### config.mk
export PLATFORM = sky130hd
export DESIGN_NAME = axi4lite_uart_fifo_regs_flat
export DESIGN_NICKNAME = d
export VERILOG_FILES = /design/src/rtl/axi4lite_uart_fifo_regs_pkg.sv /design/src/rtl/axi4lite_uart_fifo_regs_if.sv /design/src/rtl/axi4lite_uart_fifo_regs_sync_fifo.sv /design/src/rtl/axi4lite_uart_fifo_regs.sv /design/src/flat_wrapper.sv
export SDC_FILE = /design/constraint.sdc
export NUM_CORES = 1
export LEC_CHECK = 0
export CAP_MARGIN = 20
export CORE_MARGIN = 4
export CORE_UTILIZATION = 55
export CTS_CLUSTER_SIZE = 16
export DETAILED_ROUTE_END_ITERATION = 16
export MAX_ROUTING_LAYER = met4
export PLACE_DENSITY = 0.84
export SYNTH_ARGS = -nofsm -noshare
export SYNTH_HDL_FRONTEND = slang
export SYNTH_SLANG_ARGS = --single-unit
### constraint.sdc
create_clock -name clk -period 4.6 [get_ports clk]
set_input_delay 1.15 -clock clk [delete_from_list [all_inputs] [get_ports clk]]
set_output_delay 1.15 -clock clk [all_outputs]
set_load 0.01 [all_outputs]
### src/rtl/axi4lite_uart_fifo_regs_pkg.sv
// uart_regs_pkg: shared definitions for the AXI4-Lite UART FIFO register bank.
//   - reg_idx_e : register index decoded from address bits [3:2]
//   - STATUS and CTRL bit positions
package uart_regs_pkg;

    typedef enum logic [1:0] {
        REG_TXDATA = 2'd0,
        REG_RXDATA = 2'd1,
        REG_STATUS = 2'd2,
        REG_CTRL   = 2'd3
    } reg_idx_e;

    // STATUS register layout
    localparam int unsigned ST_TX_FULL    = 0;
    localparam int unsigned ST_TX_EMPTY   = 1;
    localparam int unsigned ST_RX_FULL    = 2;
    localparam int unsigned ST_RX_EMPTY   = 3;
    localparam int unsigned ST_TX_OVF     = 4;
    localparam int unsigned ST_RX_UDF     = 5;
    localparam int unsigned ST_RX_CNT_LSB = 8;
    localparam int unsigned ST_TX_CNT_LSB = 16;
    localparam int unsigned ST_CNT_W      = 8;

    // CTRL register layout
    localparam int unsigned CTRL_IRQ_RX_EN  = 0;
    localparam int unsigned CTRL_IRQ_TX_EN  = 1;
    localparam int unsigned CTRL_IRQ_ERR_EN = 2;
    localparam int unsigned CTRL_W          = 3;

endpackage

### src/rtl/axi4lite_uart_fifo_regs_if.sv
// axi4lite_uart_fifo_regs_if: register-access side of the UART register bank,
// as supplied by the AXI4-Lite protocol decoder.
//   wr_amba/addr_wc/data_in/strb : write strobe, address, data, byte strobes
//   rd_amba/addr_rc/data_out     : read strobe, address, combinational read data
// Modports: master (decoder side), slave (register bank side).
interface axi4lite_uart_fifo_regs_if #(
    parameter int unsigned DATA_W = 32
) ();
    logic                  wr_amba;
    logic                  rd_amba;
    logic [31:0]           addr_wc;
    logic [31:0]           addr_rc;
    logic [DATA_W-1:0]     data_in;
    logic [DATA_W/8-1:0]   strb;
    logic [DATA_W-1:0]     data_out;

    modport master (
        output wr_amba, rd_amba, addr_wc, addr_rc, data_in, strb,
        input  data_out
    );

    modport slave (
        input  wr_amba, rd_amba, addr_wc, addr_rc, data_in, strb,
        output data_out
    );
endinterface

### src/rtl/axi4lite_uart_fifo_regs_sync_fifo.sv
// sync_fifo: single-clock FIFO, DEPTH a power of two.
//   push/wdata : write request; accepted if not full, or full with a pop
//   pop        : read request; ignored while empty
//   rdata      : head entry, forced to 0 while empty
//   full/empty : registered-state decodes of count
//   count      : occupancy, 0..DEPTH
// Storage is not reset; pointers and count reset asynchronously (rst low).
module sync_fifo #(
    parameter int unsigned WIDTH = 32,
    parameter int unsigned DEPTH = 4
) (
    input  logic                       clk,
    input  logic                       rst,
    input  logic                       push,
    input  logic                       pop,
    input  logic [WIDTH-1:0]           wdata,
    output logic [WIDTH-1:0]           rdata,
    output logic                       full,
    output logic                       empty,
    output logic [$clog2(DEPTH):0]     count
);
    localparam int unsigned AW = $clog2(DEPTH);

    logic [WIDTH-1:0] mem [DEPTH];
    logic [AW-1:0]    wptr;
    logic [AW-1:0]    rptr;
    logic [AW:0]      cnt;
    logic             push_ok;
    logic             pop_ok;

    assign full    = (cnt == (AW+1)'(DEPTH));
    assign empty   = (cnt == '0);
    assign count   = cnt;
    // A pop on an empty FIFO is a no-op even when a push lands in the same
    // cycle; a push on a full FIFO only lands if a real pop frees a slot.
    assign pop_ok  = pop && !empty;
    assign push_ok = push && (!full || pop_ok);
    assign rdata   = empty ? '0 : mem[rptr];

    always_ff @(posedge clk or negedge rst) begin
        if (!rst) begin
            wptr <= '0;
            rptr <= '0;
            cnt  <= '0;
        end else begin
            if (push_ok) wptr <= wptr + AW'(1);
            if (pop_ok)  rptr <= rptr + AW'(1);
            case ({push_ok, pop_ok})
                2'b10:   cnt <= cnt + (AW+1)'(1);
                2'b01:   cnt <= cnt - (AW+1)'(1);
                default: cnt <= cnt;
            endcase
        end
    end

    always_ff @(posedge clk) begin
        if (push_ok) mem[wptr] <= wdata;
    end

endmodule

### src/rtl/axi4lite_uart_fifo_regs.sv
// axi4lite_uart_fifo_regs: AXI4-Lite register bank between the bus decoder and
// the UART serialiser/deserialiser, with TX and RX FIFOs.
//   clk, rst        : clock; asynchronous active-low reset
//   bus (slave)     : register access (see axi4lite_uart_fifo_regs_if)
//   tx_data/txValid/txReady : TX stream out of the TX FIFO
//   rx_data/rxValid/rxReady : RX stream into the RX FIFO
//   irq             : level interrupt
// Register map (addr[3:2]): 0 TXDATA (WO), 1 RXDATA (RO, read pops),
//   2 STATUS (sticky bits W1C), 3 CTRL.
// Build option UART_REG_IRQ_EN: implements CTRL and a registered irq; when
// undefined, CTRL reads 0, ignores writes and irq is tied low.
module axi4lite_uart_fifo_regs
    import uart_regs_pkg::*;
#(
    parameter int unsigned DATA_W     = 32,
    parameter int unsigned FIFO_DEPTH = 4
) (
    input  logic                         clk,
    input  logic                         rst,
    axi4lite_uart_fifo_regs_if.slave     bus,
    output logic [DATA_W-1:0]            tx_data,
    output logic                         txValid,
    input  logic                         txReady,
    input  logic [DATA_W-1:0]            rx_data,
    input  logic                         rxValid,
    output logic                         rxReady,
    output logic                         irq
);
    localparam int unsigned CW = $clog2(FIFO_DEPTH) + 1;

    reg_idx_e          wr_idx;
    reg_idx_e          rd_idx;
    logic              byte0_wr;
    logic              tx_push;
    logic              tx_pop;
    logic              tx_full;
    logic              tx_empty;
    logic [CW-1:0]     tx_count;
    logic              rx_push;
    logic              rx_pop;
    logic              rx_full;
    logic              rx_empty;
    logic [CW-1:0]     rx_count;
    logic [DATA_W-1:0] rx_head;
    logic              st_wr;
    logic              tx_ovf;
    logic              rx_udf;
    logic              tx_ovf_set;
    logic              rx_udf_set;
    logic [31:0]       status_w;
    logic [CTRL_W-1:0] ctrl_q;
    logic              unused_addr_bits;

    assign wr_idx   = reg_idx_e'(bus.addr_wc[3:2]);
    assign rd_idx   = reg_idx_e'(bus.addr_rc[3:2]);
    // Byte 0 is written when its strobe is set or when no strobe is set at all.
    assign byte0_wr = (bus.strb == '0) || bus.strb[0];

    assign tx_push  = bus.wr_amba && (wr_idx == REG_TXDATA);
    assign tx_pop   = txValid && txReady;
    assign rx_push  = rxValid && rxReady;
    assign rx_pop   = bus.rd_amba && (rd_idx == REG_RXDATA);

    assign txValid  = !tx_empty;
    assign rxReady  = !rx_full;

    sync_fifo #(.WIDTH(DATA_W), .DEPTH(FIFO_DEPTH)) u_tx_fifo (
        .clk   (clk),
        .rst   (rst),
        .push  (tx_push),
        .pop   (tx_pop),
        .wdata (bus.data_in),
        .rdata (tx_data),
        .full  (tx_full),
        .empty (tx_empty),
        .count (tx_count)
    );

    sync_fifo #(.WIDTH(DATA_W), .DEPTH(FIFO_DEPTH)) u_rx_fifo (
        .clk   (clk),
        .rst   (rst),
        .push  (rx_push),
        .pop   (rx_pop),
        .wdata (rx_data),
        .rdata (rx_head),
        .full  (rx_full),
        .empty (rx_empty),
        .count (rx_count)
    );

    // Error flags: a new error in the same cycle as a W1C clear wins.
    assign st_wr      = bus.wr_amba && (wr_idx == REG_STATUS) && byte0_wr;
    assign tx_ovf_set = tx_push && tx_full && !tx_pop;
    assign rx_udf_set = rx_pop && rx_empty;

    always_ff @(posedge clk or negedge rst) begin
        if (!rst) begin
            tx_ovf <= 1'b0;
            rx_udf <= 1'b0;
        end else begin
            tx_ovf <= tx_ovf_set || (tx_ovf && !(st_wr && bus.data_in[ST_TX_OVF]));
            rx_udf <= rx_udf_set || (rx_udf && !(st_wr && bus.data_in[ST_RX_UDF]));
        end
    end

`ifdef UART_REG_IRQ_EN
    logic ctrl_wr;
    logic irq_q;

    assign ctrl_wr = bus.wr_amba && (wr_idx == REG_CTRL) && byte0_wr;

    always_ff @(posedge clk or negedge rst) begin
        if (!rst) begin
            ctrl_q <= '0;
            irq_q  <= 1'b0;
        end else begin
            if (ctrl_wr) ctrl_q <= bus.data_in[CTRL_W-1:0];
            irq_q <= (ctrl_q[CTRL_IRQ_RX_EN]  && !rx_empty)
                  || (ctrl_q[CTRL_IRQ_TX_EN]  && tx_empty)
                  || (ctrl_q[CTRL_IRQ_ERR_EN] && (tx_ovf || rx_udf));
        end
    end

    assign irq = irq_q;
`else
    assign ctrl_q = '0;
    assign irq    = 1'b0;
`endif

    always_comb begin
        status_w                                 = '0;
        status_w[ST_TX_FULL]                     = tx_full;
        status_w[ST_TX_EMPTY]                    = tx_empty;
        status_w[ST_RX_FULL]                     = rx_full;
        status_w[ST_RX_EMPTY]                    = rx_empty;
        status_w[ST_TX_OVF]                      = tx_ovf;
        status_w[ST_RX_UDF]                      = rx_udf;
        status_w[ST_RX_CNT_LSB +: ST_CNT_W]      = ST_CNT_W'(rx_count);
        status_w[ST_TX_CNT_LSB +: ST_CNT_W]      = ST_CNT_W'(tx_count);
    end

    always_comb begin
        bus.data_out = '0;
        case (rd_idx)
            REG_RXDATA: bus.data_out = rx_head;
            REG_STATUS: bus.data_out = DATA_W'(status_w);
            REG_CTRL:   bus.data_out = DATA_W'(ctrl_q);
            default:    bus.data_out = '0;
        endcase
    end

    assign unused_addr_bits = ^{bus.addr_wc[31:4], bus.addr_wc[1:0],
                                bus.addr_rc[31:4], bus.addr_rc[1:0]};

endmodule

### src/flat_wrapper.sv
// flat-port wrapper written by rule: the top's interface ports become plain ports
module axi4lite_uart_fifo_regs_flat import uart_regs_pkg::*;
#(
    parameter int unsigned DATA_W     = 32,
    parameter int unsigned FIFO_DEPTH = 4
)
  (clk, rst, tx_data, txValid, txReady, rx_data, rxValid, rxReady, irq, bus_wr_amba, bus_rd_amba, bus_addr_wc, bus_addr_rc, bus_data_in, bus_strb, bus_data_out);
  axi4lite_uart_fifo_regs_if #(.DATA_W(DATA_W)) bus_i ();
  input  logic clk;
  input  logic rst;
  output logic [DATA_W-1:0] tx_data;
  output logic txValid;
  input  logic txReady;
  input  logic [DATA_W-1:0] rx_data;
  input  logic rxValid;
  output logic rxReady;
  output logic irq;
  input wire logic [$bits(bus_i.wr_amba)-1:0] bus_wr_amba;
  input wire logic [$bits(bus_i.rd_amba)-1:0] bus_rd_amba;
  input wire logic [$bits(bus_i.addr_wc)-1:0] bus_addr_wc;
  input wire logic [$bits(bus_i.addr_rc)-1:0] bus_addr_rc;
  input wire logic [$bits(bus_i.data_in)-1:0] bus_data_in;
  input wire logic [$bits(bus_i.strb)-1:0] bus_strb;
  output wire logic [$bits(bus_i.data_out)-1:0] bus_data_out;
  assign bus_i.wr_amba = bus_wr_amba;
  assign bus_i.rd_amba = bus_rd_amba;
  assign bus_i.addr_wc = bus_addr_wc;
  assign bus_i.addr_rc = bus_addr_rc;
  assign bus_i.data_in = bus_data_in;
  assign bus_i.strb = bus_strb;
  assign bus_data_out = bus_i.data_out;
  axi4lite_uart_fifo_regs #(.DATA_W(DATA_W), .FIFO_DEPTH(FIFO_DEPTH)) u_core (.clk(clk), .rst(rst), .bus(bus_i), .tx_data(tx_data), .txValid(txValid), .txReady(txReady), .rx_data(rx_data), .rxValid(rxValid), .rxReady(rxReady), .irq(irq));
endmodule
==> results of run 1 <==
[layer usage]
metal	share of wire, %	global-route usage [%]
met5	0	-
met4	1.4	4.194
met3	7.9	4.568
met2	52	33.70
met1	39	26.09
[worst max-delay path, stage by stage]
cell	delay [ns]
clkdlybuf4s50_1	0.48
inv_1	0.05
ha_1	0.32
nor2_2	0.13
buf_4	0.22
o2bb2ai_1	0.16
clkdlybuf4s50_1	0.62
[power groups by stage]
| stage | clock [W] | combinational (W) | sequential (W) |
|---|---|---|---|
| final | 0.00214 | 0.00232 | 0.00331 |
| after global routing | 0.00231 | 0.00251 | 0.00334 |
| after CTS | 0.00218 | 0.00237 | 0.00331 |
| after detailed placement | 0 | 0.00235 | 0.00336 |
| after global placement | 0 | 0.00229 | 0.00332 |
| after floorplan | 0 | 0.00151 | 0.00323 |
[flip-flops by register name (all words and copies together), names as in the netlist]
name and count:
u_core.u_tx_fifo.mem 128, u_core.tx_ovf 1, u_core.u_rx_fifo.wptr 2, u_core.u_rx_fifo.mem 128, u_core.u_tx_fifo.wptr 2, u_core.u_rx_fifo.rptr 2, u_core.rx_udf 1, u_core.u_tx_fifo.count 3
u_core.u_tx_fifo.rptr 2, u_core.u_rx_fifo.count 3
[area by class of cell]
| type | count | area share, % |
|---|---|---|
| inverter | 15 | 0.4213 |
| antenna | 1 | 0.01873 |
| timing repair buffer | 158 | 11.55 |
| clock inverter | 15 | 1.283 |
| sequential | 272 | 60.54 |
| multi-input combinational | 202 | 18.52 |
| tap | 260 | 2.434 |
| clock buffer | 33 | 5.225 |
[cell families after synthesis]
group / share of synthesized area (%)
compound gates: 1.669
xor+xnor: 0.9805
fa+ha+maj: 1.657
buf+inv: 1.529
flops: 75.44
mux: 13.64
other cells: 0.03498
simple gates: 5.042
[through the flow]
stage          util [%]  worst slack [ns]
6_report          70.49            0.3089
5_1_grt           70.49            0.1999
4_1_cts           70.48            0.2870
3_5_place_dp      65.89            0.3472
3_3_place_gp      65.89            0.3427
2_1_floorplan         -             1.301
[layout by cell type (no fill, tap or decap), types with 2 or more instances in the layout]
cell type and n:
buf_4 15, and3_1 3, nand2_1 10, ha_1 11, nor2b_1 2, clkinv_2 5
xor2_1 3, nor2_1 3, bufinv_16 4, fa_1 2, nor3_1 3, inv_1 15
dfrtp_2 2, a22o_1 9, dfrtp_1 14, clkbuf_16 27, xnor2_1 9, clkdlybuf4s50_1 143
edfxtp_1 256, and2_1 55, o2bb2ai_1 4, clkinv_1 5, clkbuf_1 6, mux4_2 64
nand3_1 2, and3_2 5
[final timing paths]
path,startpoint,to,slack (ns)
max in group asynchronous,rst,u_core.u_rx_fifo.rptr[0]$_DFFE_PN0P_,2.95
hold reg to reg,u_core.tx_ovf$_DFF_PN0_,u_core.tx_ovf$_DFF_PN0_,0.51
setup / recovery,bus_addr_rc[2],bus_data_out[2],0.31
min in group asynchronous,rst,u_core.u_tx_fifo.count[0]$_DFFE_PN0P_,1.10
setup reg to reg,u_core.u_rx_fifo.count[0]$_DFFE_PN0P_,u_core.u_rx_fifo.count[2]$_DFFE_PN0P_,2.50
hold / removal,u_core.tx_ovf$_DFF_PN0_,u_core.tx_ovf$_DFF_PN0_,0.51
==> impl_metrics.csv, run 1 <==
group,metric,value,unit
run_status,status,"finished clean",
placement,routabilityCongestion,0.7789,
cells_and_area,stdcell_area,13360,um^2
routing,vias,5357,
floorplanning,initial_core_util,56.55,%
global_route,gr-total-overflow,0,
power,p_leak,4.477,nW
power,switchingPower,0.002080,W
sta,min_period,4.291,ns
clock_tree,cts_made_buffers,27,
critical_path,required,3.45,ns
critical_path,cp-end-kind,"primary output",
global_route,grt_pass1_wl,33.16,mm
critical_path,cp_max_fo,17,
power,sw_frac_of_total,26.79,%
clock_tree,cts_max_path_buffers,3,
synthesis,synth_common_cells,"256 x edfxtp_1, 64 x mux4_2, 55 x and2_1, 16 x dfrtp_1",
sta,relSlewSlack,35.12,%
clock_tree,cts_tree,"yes",
routing,dr.pass1.iters,4,
synthesis,yosysTopAreaCell,"edfxtp_1",
synthesis,yosys-top-cells-area,"edfxtp_1 72%, mux4_2 13%, dfrtp_1 3.7%",
synthesis,synthCells,514,
synthesis,ys_ff_latch,272,
sta,slew_violations,0,
clock_tree,cts_setup_buffers,0,
floorplanning,core,18960,um^2
sta,fin_skew,0.007055,ns
cells_and_area,drive_gt1_share,18.56,%
power,pwr-share-comb,29.9,%
routing,wire_per_inst,21.89,um
floorplanning,die_x,147.6,um
hold_path,min_path_type,"flip-flop to flip-flop",
clock_tree,clock_latency,0.51,ns
routing,drc_errors,0,
power,sequentialPowerShare,42.6,%
floorplanning,std_cell_rows,50,
power,power_density,581.0,nW/um^2
synthesis,syn_area_per_cell,20.86,um^2
sta,finalHoldViolations,0,
synthesis,ys_types,38,
synthesis,synth_nets,665,
synthesis,ys.flop_type,"edfxtp_1",
placement,dp_cells,907,
routing,viasPerCell,5.604,
synthesis,yosysWarnings,0,
cells_and_area,fin_cells,956,
cells_and_area,fillerInstances,1136,
synthesis,yosysTopAreaCellShare,71.71,%
sta,worstMarginPinSlew,0.9721,ns
placement,io_buffers,143,
global_route,grt_usage,20.23,%
synthesis,yosysSeqAreaShare,75.44,%
routing,drtIter0Drc,322,
routing,drtAntennaViolNets,0,
global_route,antenna_found_initial,1,
clock_tree,htreeDepth,1,
power,ir_worst_vdd,0.4363,mV
hold_path,hold_depth,1,
floorplanning,fp.dieH,147.6,um
flow_run,cap_viol_max_count,0,
placement,place_hpwl,13.19,mm
synthesis,synth_most_common_cell,"edfxtp_1",
critical_path,worstSetupStartpointType,"primary input",
sta,max_freq,233.0,MHz
floorplanning,dieArea,21790,um^2
synthesis,synth_area,10720,um^2
sta,fin_setup_tns,0,ns
clock_tree,hold_buffers,0,
clock_tree,clkTransAtPathRegs,0.06,ns
cells_and_area,syn2layout_area_growth,24.65,%
global_route,grt_max_degree,36,
power,p_total,0.007764,W
clock_tree,cts-root-buf,"clkbuf_16",
power,internal_power,0.005684,W
sta,final.period_utilization,93.28,%
clock_tree,cts_resized,0,
synthesis,synth_edf_count,256,
sta,fin_hold_ws,0.5123,ns
clock_tree,clock_sinks,272,
sta,rsz0062_at_grt,"false",
critical_path,path_class,"primary input to primary output",
placement,placed_area,12490,um^2
power,pwr-share-clk,27.5,%
critical_path,reg2reg_depth,8,
routing,drt_wl_total,20.93,mm
sta,setup_violations,0,
cells_and_area,multiInputGateArea,2475,um^2
floorplanning,io_pins,205,
global_route,first_global_vias,5824,
cells_and_area,layout.nets,827,
critical_path,worstPathArrival,3.14,ns
cells_and_area,seq_area,8090,um^2
synthesis,async_flop_share,5.882,%
(Power assumes the default switching activity.)
==> run 2: changes to the inputs <==
Settings changed: CELL_PAD_IN_SITES_DETAIL_PLACEMENT from default to 1, CELL_PAD_IN_SITES_GLOBAL_PLACEMENT from default to 1, CORE_UTILIZATION 55 to 48, CTS_CLUSTER_SIZE 16 to 28, PLACE_DENSITY 0.84 to default, PLACE_DENSITY_LB_ADDON from default to 0.1, SKIP_LAST_GASP from default to 1.
==> impl_metrics.csv, run 2 (synthesis gave the netlist of run 1 again) <==
group,metric,value,unit
sta,rsz0062_at_grt,"false",
hold_path,holdCritStartpoint,"u_core.rx_udf$_DFF_PN0_",
routing,drt_wl_total,22.11,mm
sta,min_period,4.382,ns
clock_tree,clock_sinks,272,
critical_path,path_class,"primary input to primary output",
sta,finalHoldViolations,0,
floorplanning,initial_core_util,48.97,%
placement,dp_cells,923,
global_route,grt_pass1_wl,34.20,mm
power,ir_worst_vdd,0.4391,mV
floorplanning,io_pins,205,
cells_and_area,drive_gt1_share,20.06,%
critical_path,r2r-start,"u_core.u_tx_fifo.count[2]$_DFFE_PN0P_",
cells_and_area,fillerInstances,1845,
clock_tree,clock_latency,0.54,ns
clock_tree,cts-root-buf,"clkbuf_16",
floorplanning,std_cell_rows,54,
floorplanning,die_x,157.4,um
routing,viasPerCell,5.468,
hold_path,min_path_type,"flip-flop to flip-flop",
clock_tree,cts_max_path_buffers,3,
floorplanning,fp.dieH,157.4,um
critical_path,r2r_slack,2.33,ns
power,power_density,587.1,nW/um^2
power,sw_frac_of_total,27.63,%
critical_path,r2r-end,"u_core.u_tx_fifo.mem[0][10]$_DFFE_PP_",
global_route,first_global_vias,6051,
sta,fin_setup_tns,0,ns
critical_path,crit_path_start,"bus_addr_rc[2]",
critical_path,cp_cell_sequence,"clkdlybuf4s50_1, inv_1, ha_1, nor2_2, buf_4, and2_1, clkdlybuf4s50_1",
sta,max_freq,228.2,MHz
sta,worstMarginPinSlew,0.9389,ns
routing,vias,5348,
clock_tree,htreeDepth,1,
sta,fin_skew,0.01994,ns
power,p_total,0.007907,W
critical_path,reg2reg_depth,4,
sta,relSlewSlack,37.41,%
clock_tree,cts_resized,0,
critical_path,worstSetupStartpointType,"primary input",
routing,dr.pass1.iters,4,
critical_path,cp_slowest_stage_delay,0.54,ns
global_route,antenna_found_initial,0,
power,pwr-share-comb,29.4,%
routing,drc_errors,0,
cells_and_area,fin_cells,978,
global_route,gr-total-overflow,0,
clock_tree,cts_tree,"yes",
power,internal_power,0.005722,W
critical_path,cp_common_cell,"clkdlybuf4s50_1",
sta,setup_ws,0.2177,ns
power,switchingPower,0.002185,W
power,pwr-share-clk,28.0,%
cells_and_area,seq_area,8092,um^2
cells_and_area,final_cell_mix,"256 x edfxtp_1, 143 x clkdlybuf4s50_1, 64 x mux4_2",
routing,wire_per_inst,22.60,um
placement,io_buffers,143,
cells_and_area,antennaDiodeCount,0,
placement,place_hpwl,13.63,mm
flow_run,cap_viol_max_count,0,
placement,pre_cts_ws,0.2075,ns
clock_tree,cts_made_buffers,29,
sta,slew_violations,0,
clock_tree,cts_setup_buffers,0,
critical_path,cp-end-kind,"primary output",
critical_path,cp_slowest_cell,"clkdlybuf4s50_1",
clock_tree,clkTransAtPathRegs,0.06,ns
sta,setup_violations,0,
cells_and_area,syn2layout_area_growth,25.62,%
critical_path,setup.worst_path.end,"bus_data_out[26]",
critical_path,worstPathArrival,3.23,ns
routing,drtIter0Drc,271,
sta,final.period_utilization,95.27,%
hold_path,hold_depth,1,
power,sequentialPowerShare,42.6,%
cells_and_area,final_common_cell,"edfxtp_1",
critical_path,cp_max_fo,21,
critical_path,required,3.45,ns
clock_tree,hold_buffers,0,
cells_and_area,multiInputGateArea,2481,um^2
global_route,grt_max_degree,36,
floorplanning,dieArea,24790,um^2
cells_and_area,layout.nets,826,
cells_and_area,reg_top3,"u_core.u_rx_fifo.mem (128), u_core.u_tx_fifo.mem (128)",
power,p_leak,4.514,nW
routing,drtAntennaViolNets,0,
floorplanning,core,21890,um^2
placement,routabilityCongestion,0.7352,
global_route,grt_usage,18.80,%
run_status,status,"finished clean",
==> run 2: cell type report <==
cell class	count	area share, %
Timing Repair Buffer	155	11.63
Inverter	15	0.4181
Tap cell	280	2.601
Clock inverter	17	1.078
Multi-Input combinational cell	202	18.42
Clock buffer	37	5.760
Sequential cell	272	60.09
==> run 2: critical path: cells and delay by family <==
kind	cells	cell delay [ns]
adders and majority gates	1	0.34
buffers and inverters	4	1.39
and+or+nand+nor	2	0.34
==> run 2: through the flow <==
step                utilization, %  area (um^2)  hold WS, ns
floorplan                        -        10720       0.4565
detailed placement           57.18        12520       0.4834
CTS                          61.39        13440       0.5011
finish                       61.52        13470       0.5011
global placement             57.18        12520       0.4766
global route                 61.52        13470       0.5375
==> run 2: routing by layer <==
metal  vias up  global-route usage [%]  part of all wire [%]
li1       2387                       -                     -
met1      2773                   23.45                    40
met2       159                   32.49                    52
met3        29                   3.299                   5.8
met4         0                   4.424                   1.7
met5         -                       -                     0
==> run 2: worst min-delay path by stage <==
stage | end | slack, ns
finish | u_core.rx_udf$_DFF_PN0_ | 0.50
global route | u_core.tx_ovf$_DFF_PN0_ | 0.54
CTS | u_core.rx_udf$_DFF_PN0_ | 0.50
detailed placement | u_core.rx_udf$_DFF_PN0_ | 0.48
global placement | u_core.rx_udf$_DFF_PN0_ | 0.48
floorplan | u_core.rx_udf$_DFF_PN0_ | 0.46
==> run 2: power by group through the flow <==
stage	Combinational, W	Clock [W]	Sequential, W
floorplan	0.00151	0	0.00323
global placement	0.00229	0	0.00339
detailed placement	0.00235	0	0.00342
CTS	0.00236	0.00228	0.00338
global route	0.00253	0.00239	0.00341
finish	0.00233	0.00222	0.00336
